## src/rtl/sf48_sequencer.sv

```systemverilog
// 48 kHz sample sequencer: strobe generation, one-entry L/R input buffer and a
// time-shared multiplier producing gain-scaled, saturated L+R and L-R words.
module sf48_sequencer #(
    parameter int         DIV     = 2083,
    parameter logic [7:0] KS_INIT = 8'd70,
    parameter logic [7:0] KD_INIT = 8'd70
) (
    input  logic               clock,
    input  logic               reset,
    input  logic signed [17:0] left,
    input  logic signed [17:0] right,
    input  logic               in_valid,
    output logic               in_ready,
    input  logic               cfg_we,
    input  logic               cfg_sel,
    input  logic [7:0]         cfg_data,
    output logic               tick,
    output logic signed [17:0] sum_out,
    output logic signed [17:0] dif_out,
    output logic               out_valid,
    output logic               underrun
);
    localparam int CW = (DIV > 1) ? $clog2(DIV) : 1;

    localparam logic [1:0] S_IDLE  = 2'd0;
    localparam logic [1:0] S_MUL_S = 2'd1;
    localparam logic [1:0] S_MUL_D = 2'd2;
    localparam logic [1:0] S_OUT   = 2'd3;

    logic [CW-1:0]      cnt_q, cnt_d;
    logic [1:0]         state_q, state_d;
    logic               full_q, full_d;
    logic               under_q, under_d;
    logic signed [17:0] bl_q, br_q;
    logic signed [17:0] wl_q, wl_d, wr_q, wr_d;
    logic [7:0]         ks_sh_q, ks_sh_d, kd_sh_q, kd_sh_d;
    logic [7:0]         ks_q, ks_d, kd_q, kd_d;
    logic signed [27:0] ps_q;
    logic signed [17:0] sum_q, sum_d, dif_q, dif_d;
    logic signed [18:0] op_a;
    logic signed [8:0]  op_b;
    logic signed [27:0] prod;
    logic               xfer;

    // Floor-divide by 128 (arithmetic shift) and clamp to the 18-bit signed range.
    function automatic logic signed [17:0] scale_sat(input logic signed [27:0] p);
        logic signed [27:0] sh;
        sh = p >>> 7;
        if (sh > 28'sd131071)
            scale_sat = 18'sh1FFFF;
        else if (sh < -28'sd131072)
            scale_sat = 18'sh20000;
        else
            scale_sat = sh[17:0];
    endfunction

    assign tick      = (cnt_q == CW'(DIV - 1));
    assign in_ready  = reset & ~full_q;
    assign xfer      = in_valid & in_ready;
    assign out_valid = (state_q == S_OUT);
    assign sum_out   = sum_q;
    assign dif_out   = dif_q;
    assign underrun  = under_q;

    // One multiplier, shared between the sum and difference phases.
    always_comb begin
        if (state_q == S_MUL_D) begin
            op_a = {wl_q[17], wl_q} - {wr_q[17], wr_q};
            op_b = {1'b0, kd_q};
        end else begin
            op_a = {wl_q[17], wl_q} + {wr_q[17], wr_q};
            op_b = {1'b0, ks_q};
        end
        prod = op_a * op_b;
    end

    always_comb begin
        cnt_d   = tick ? '0 : cnt_q + 1'b1;
        state_d = state_q;
        full_d  = full_q;
        under_d = under_q;
        wl_d    = wl_q;
        wr_d    = wr_q;
        ks_sh_d = ks_sh_q;
        kd_sh_d = kd_sh_q;
        ks_d    = ks_q;
        kd_d    = kd_q;
        sum_d   = sum_q;
        dif_d   = dif_q;

        if (cfg_we) begin
            if (cfg_sel) kd_sh_d = cfg_data;
            else         ks_sh_d = cfg_data;
        end
        if (xfer)
            full_d = 1'b1;

        case (state_q)
            S_IDLE: if (tick) begin
                // Gains latch the shadow value from before any same-cycle write.
                ks_d    = ks_sh_q;
                kd_d    = kd_sh_q;
                state_d = S_MUL_S;
                if (full_q) begin
                    wl_d   = bl_q;
                    wr_d   = br_q;
                    full_d = 1'b0;
                end else begin
                    under_d = 1'b1;
                end
            end
            S_MUL_S: state_d = S_MUL_D;
            S_MUL_D: begin
                sum_d   = scale_sat(ps_q);
                dif_d   = scale_sat(prod);
                state_d = S_OUT;
            end
            default: state_d = S_IDLE;
        endcase
    end

    always_ff @(posedge clock) begin
        if (!reset) begin
            cnt_q   <= '0;
            state_q <= S_IDLE;
            full_q  <= 1'b0;
            under_q <= 1'b0;
            wl_q    <= '0;
            wr_q    <= '0;
            ks_sh_q <= KS_INIT;
            kd_sh_q <= KD_INIT;
            ks_q    <= KS_INIT;
            kd_q    <= KD_INIT;
            sum_q   <= '0;
            dif_q   <= '0;
        end else begin
            cnt_q   <= cnt_d;
            state_q <= state_d;
            full_q  <= full_d;
            under_q <= under_d;
            wl_q    <= wl_d;
            wr_q    <= wr_d;
            ks_sh_q <= ks_sh_d;
            kd_sh_q <= kd_sh_d;
            ks_q    <= ks_d;
            kd_q    <= kd_d;
            sum_q   <= sum_d;
            dif_q   <= dif_d;
        end
    end

    always_ff @(posedge clock) begin
        if (xfer) begin
            bl_q <= left;
            br_q <= right;
        end
        if (state_q == S_MUL_S)
            ps_q <= prod;
    end
endmodule
```

## config.mk

```make
export PLATFORM = sky130hd
export DESIGN_NAME = sf48_sequencer
export DESIGN_NICKNAME = d
export VERILOG_FILES = /design/src/rtl/sf48_sequencer.sv
export SDC_FILE = /design/constraint.sdc
export NUM_CORES = 1
export LEC_CHECK = 0
export CAP_MARGIN = 10
export CORE_MARGIN = 2
export CORE_UTILIZATION = 59
export CTS_CLUSTER_DIAMETER = 50
export DETAILED_ROUTE_END_ITERATION = 6
export DONT_BUFFER_PORTS = 1
export HOLD_SLACK_MARGIN = 0.1
export PLACE_DENSITY = 0.81
export SYNTH_ARGS = -nofsm -noshare
export SYNTH_HDL_FRONTEND = slang
export SYNTH_SLANG_ARGS = --single-unit
```

## constraint.sdc

```tcl
create_clock -name clock -period 8.5 [get_ports clock]
set_input_delay 0.85 -clock clock [delete_from_list [all_inputs] [get_ports clock]]
set_output_delay 0.85 -clock clock [all_outputs]
set_load 0.01 [all_outputs]
```

==> results.toml <==
[critical_path]
crit_path_end_kind = "register"
crit_required_ns = 8.86
reg2regPathDepth = 33
slowest_delay_ns = 0.57
start_kind = "register"
crit_top_cell = "fa_1"
cp_max_fo = 17
crit_family = "adder cells"
arrival_ns = 8.52
worst-path-buf-inv = 5
slowest_stage = "fa_1"
crit_cells = 33
critPathKind = "register to register"

[power_and_ir_drop]
power.share.clock_pct = 42.4
switchingPower_uw = 396
p_int_mw = 1.34
p_leak_nw = 6.11
swShare_pct = 22.7
p_seq_share_pct = 53.9
p_per_area_nw_per_um2 = 123
comb_power_share_pct = 3.7
ir_worst_vdd_mv = 0.210

[global_routing]
grt_usage_pct = 25.0
grt_pass1_vias = 9662
antenna_found_initial = 0
grt_pass1_wl_um = 45300
globalRoute.totalOverflow = 0
grt_max_degree = 111

[clock_tree]
htreeDepth = 4
cts_tree = "done"
clock-sinks = 177
clockRootBuffer = "clkbuf_16"
clk_pin_slew_worst_paths_ns = 0.06
cts_buffers = 17
cts-hold-fix-buffers = 0
clk_latency_ns = 0.44
cts.path.max_buffers = 2

[finish]
layout-drive-gt1-share_pct = 9.48
fin_area_um2 = 14100
antenna_cells = 0
area_delta_synth_final_pct = 10.3
fin_cells = 1710
finalNetCount = 1669

[die]
fp.dieW_um = 151
initial_core_util_pct = 60.6
io_pins = 89
die_y_um = 151
rows = 53
core-area_um2 = 21200
die-area_um2 = 22900

[drt]
vias = 9529
wl_per_cell_um = 16.0
vias_per_cell = 5.57
drc_errors = 0
drt_iter0_drc = 634
drtAntennaViolNets = 0
wl_um = 27400
firstDrtPassIters = 5

[hold_path]
min_path_type = "register to register"
hold_depth = 2

[place]
dpl_cell_area_um2 = 13300
port_buffers = 0
dp_slack_ns = -0.238
place_inst = 1675
dp_hpwl_um = 20500
routabilityCongestion = 0.958

[logic_synthesis]
async_reset_ff_share_pct = 0
synth.distinct_cells = 57
ys_seq_elements = 177
ys_seq_area_share_pct = 32.1
syn-cell-area_um2 = 12800
syn_inst = 1402
syn_area_per_cell_um2 = 9.14
synthFlopType = "dfxtp_1"
yosysWarnings = 0
synth_edf_count = 57
synthesis.nets = 1649

[sta]
whs_ns = 0.462
period_share_pct = 96.0
slew_viol_final = 0
setup_viol = 0
max_freq_ghz = 0.123
fin_ws_ns = 0.341
worstMarginPinSlew_ns = 1.19
fin_crit_ns = 8.16
max_slew_margin_pct = 20.5
fin_skew_ns = 0.00885
finalHoldViolations = 0

[flow_run]
cap_violations = 0

[status]
outcome = "finished, final reports clean"
worst reg2reg max path, delay by kind of cell, from the launching register on:
| kind | cells | cell delay (ns) |
|---|---|---|
| flops | 1 | 0.35 |
| simple gates | 10 | 2.30 |
| buf+inv | 5 | 0.51 |
| compound gates | 10 | 1.87 |
| xor+xnor | 2 | 0.29 |
| fa+ha+maj | 6 | 2.76 |
final timing paths:
check	startpoint	to	slack [ns]
worst min-delay path	kd_q[5]	kd_q[5]	0.46
worst max-delay path	wr_q[2]	dif_out[2]	0.34
worst max register to register	wr_q[2]	dif_out[2]	0.34
worst min register to register	kd_q[5]	kd_q[5]	0.46
cell usage after synthesis, types with 2 or more instances:
cell         n  area (µm²)
a2111oi_0    3        26.3
inv_1      182         683
a211oi_1     2        15.0
or3b_2       2        17.5
xnor2_1     46         403
nand3_1     33         165
xor2_1      28         245
or4_4        2        22.5
nor3_1      17        85.1
or3_1        4        25.0
o41ai_1      2        17.5
nand2b_1    58         363
edfxtp_1    57        1710
ha_1        80        1000
a21o_1       9        67.6
a21oi_1     54         270
o21ai_0     50         250
clkbuf_1    45         169
o21a_1       3        22.5
and4_1       3        26.3
nand2_1    172         646
mux2i_1     10         100
mux2_2       4        45.0
buf_1        2        7.51
or2_2        4        25.0
nor2b_1     15        93.8
or4_1        3        22.5
fa_1       118        2360
a31o_2       2        17.5
o311ai_0     2        17.5
and3_1       9        56.3
a21boi_0    77         578
nor2_1     151         567
and2_1       5        31.3
a31oi_1      3        18.8
dfxtp_1    120        2400
nor4_1       5        31.3
final cells by class:
cell class / instances / area, µm²
multi-input cells: 994 / 8040
well taps: 275 / 344
clock buffers: 22 / 475
inverters: 182 / 683
fillers: 1610 / 7020
flip-flops and latches: 177 / 4110
clock inverters: 10 / 77.6
repair buffers: 50 / 400
stage by stage:
step	power [mW]	util, %	setup TNS [ns]
after detailed placement	1.02	63.1	-3.52
after global routing	1.80	66.8	-0.0121
final	1.74	66.8	0
after floorplan	1.01	-	0
after CTS	1.76	65.7	0
after global placement	1.02	63.1	-0.205
layer usage:
layer  wire length (µm)  GRT usage [%]  share of wire (%)
met4                612           8.64                2.2
met2              14000           44.5                 51
met5                  0              0                  0
met1              11200           30.4                 41
met3               1570           4.88                5.7
what timing repair did:
| action | 4_1_cts | 5_1_grt |
|---|---|---|
| pin swaps | 0 | 9 |
| endpoints found under the setup margin | 17 | 20 |
| buffers inserted | 0 | 3 |
| resized for setup | 2 | 44 |
cells in the final DEF, fill, tap and decap left out, types with 4 or more instances in the layout:
cell	n
nand2_1	172
ha_1	75
or4_4	4
or2_2	4
nor2b_1	14
xnor2_1	45
edfxtp_1	57
nor3_1	13
a21oi_1	51
nand3_1	33
mux2i_1	10
buf_4	48
nand2b_1	57
nor3_2	4
fa_1	117
a21o_1	9
clkbuf_16	18
xor2_1	28
dfxtp_1	120
mux2_2	4
o21ai_0	47
inv_1	182
a21boi_0	75
and2_1	5
nor2_1	149
and3_1	9
flip-flops by register name, indices dropped and copies added (netlist names), 12 cells and up:
signal,count
wr_q,18
cnt_q,12
dif_out,18
ps_q,21
bl_q,18
wl_q,18
br_q,18
sum_out,18
cell families (layout without fill, tap and decap cells):
group / count (synthesis) / after routing / synth area share [%]
mux: 14 / 14 / 1.13
fa+ha+maj: 198 / 198 / 26.3
compound gates: 219 / 219 / 11.2
flops: 177 / 177 / 32.1
xor+xnor: 74 / 74 / 5.06
simple gates: 489 / 489 / 17.4
buf+inv: 231 / 264 / 6.84
power groups by stage:
stage	logic, mW	registers, mW	clock network [mW]
finish	0.0645	0.938	0.737
global route	0.0722	0.943	0.781
CTS	0.0656	0.939	0.751
detailed placement	0.0642	0.957	0
global placement	0.0621	0.956	0
floorplan	0.0561	0.952	0
Note: power is estimated with default switching activity, not from simulation.
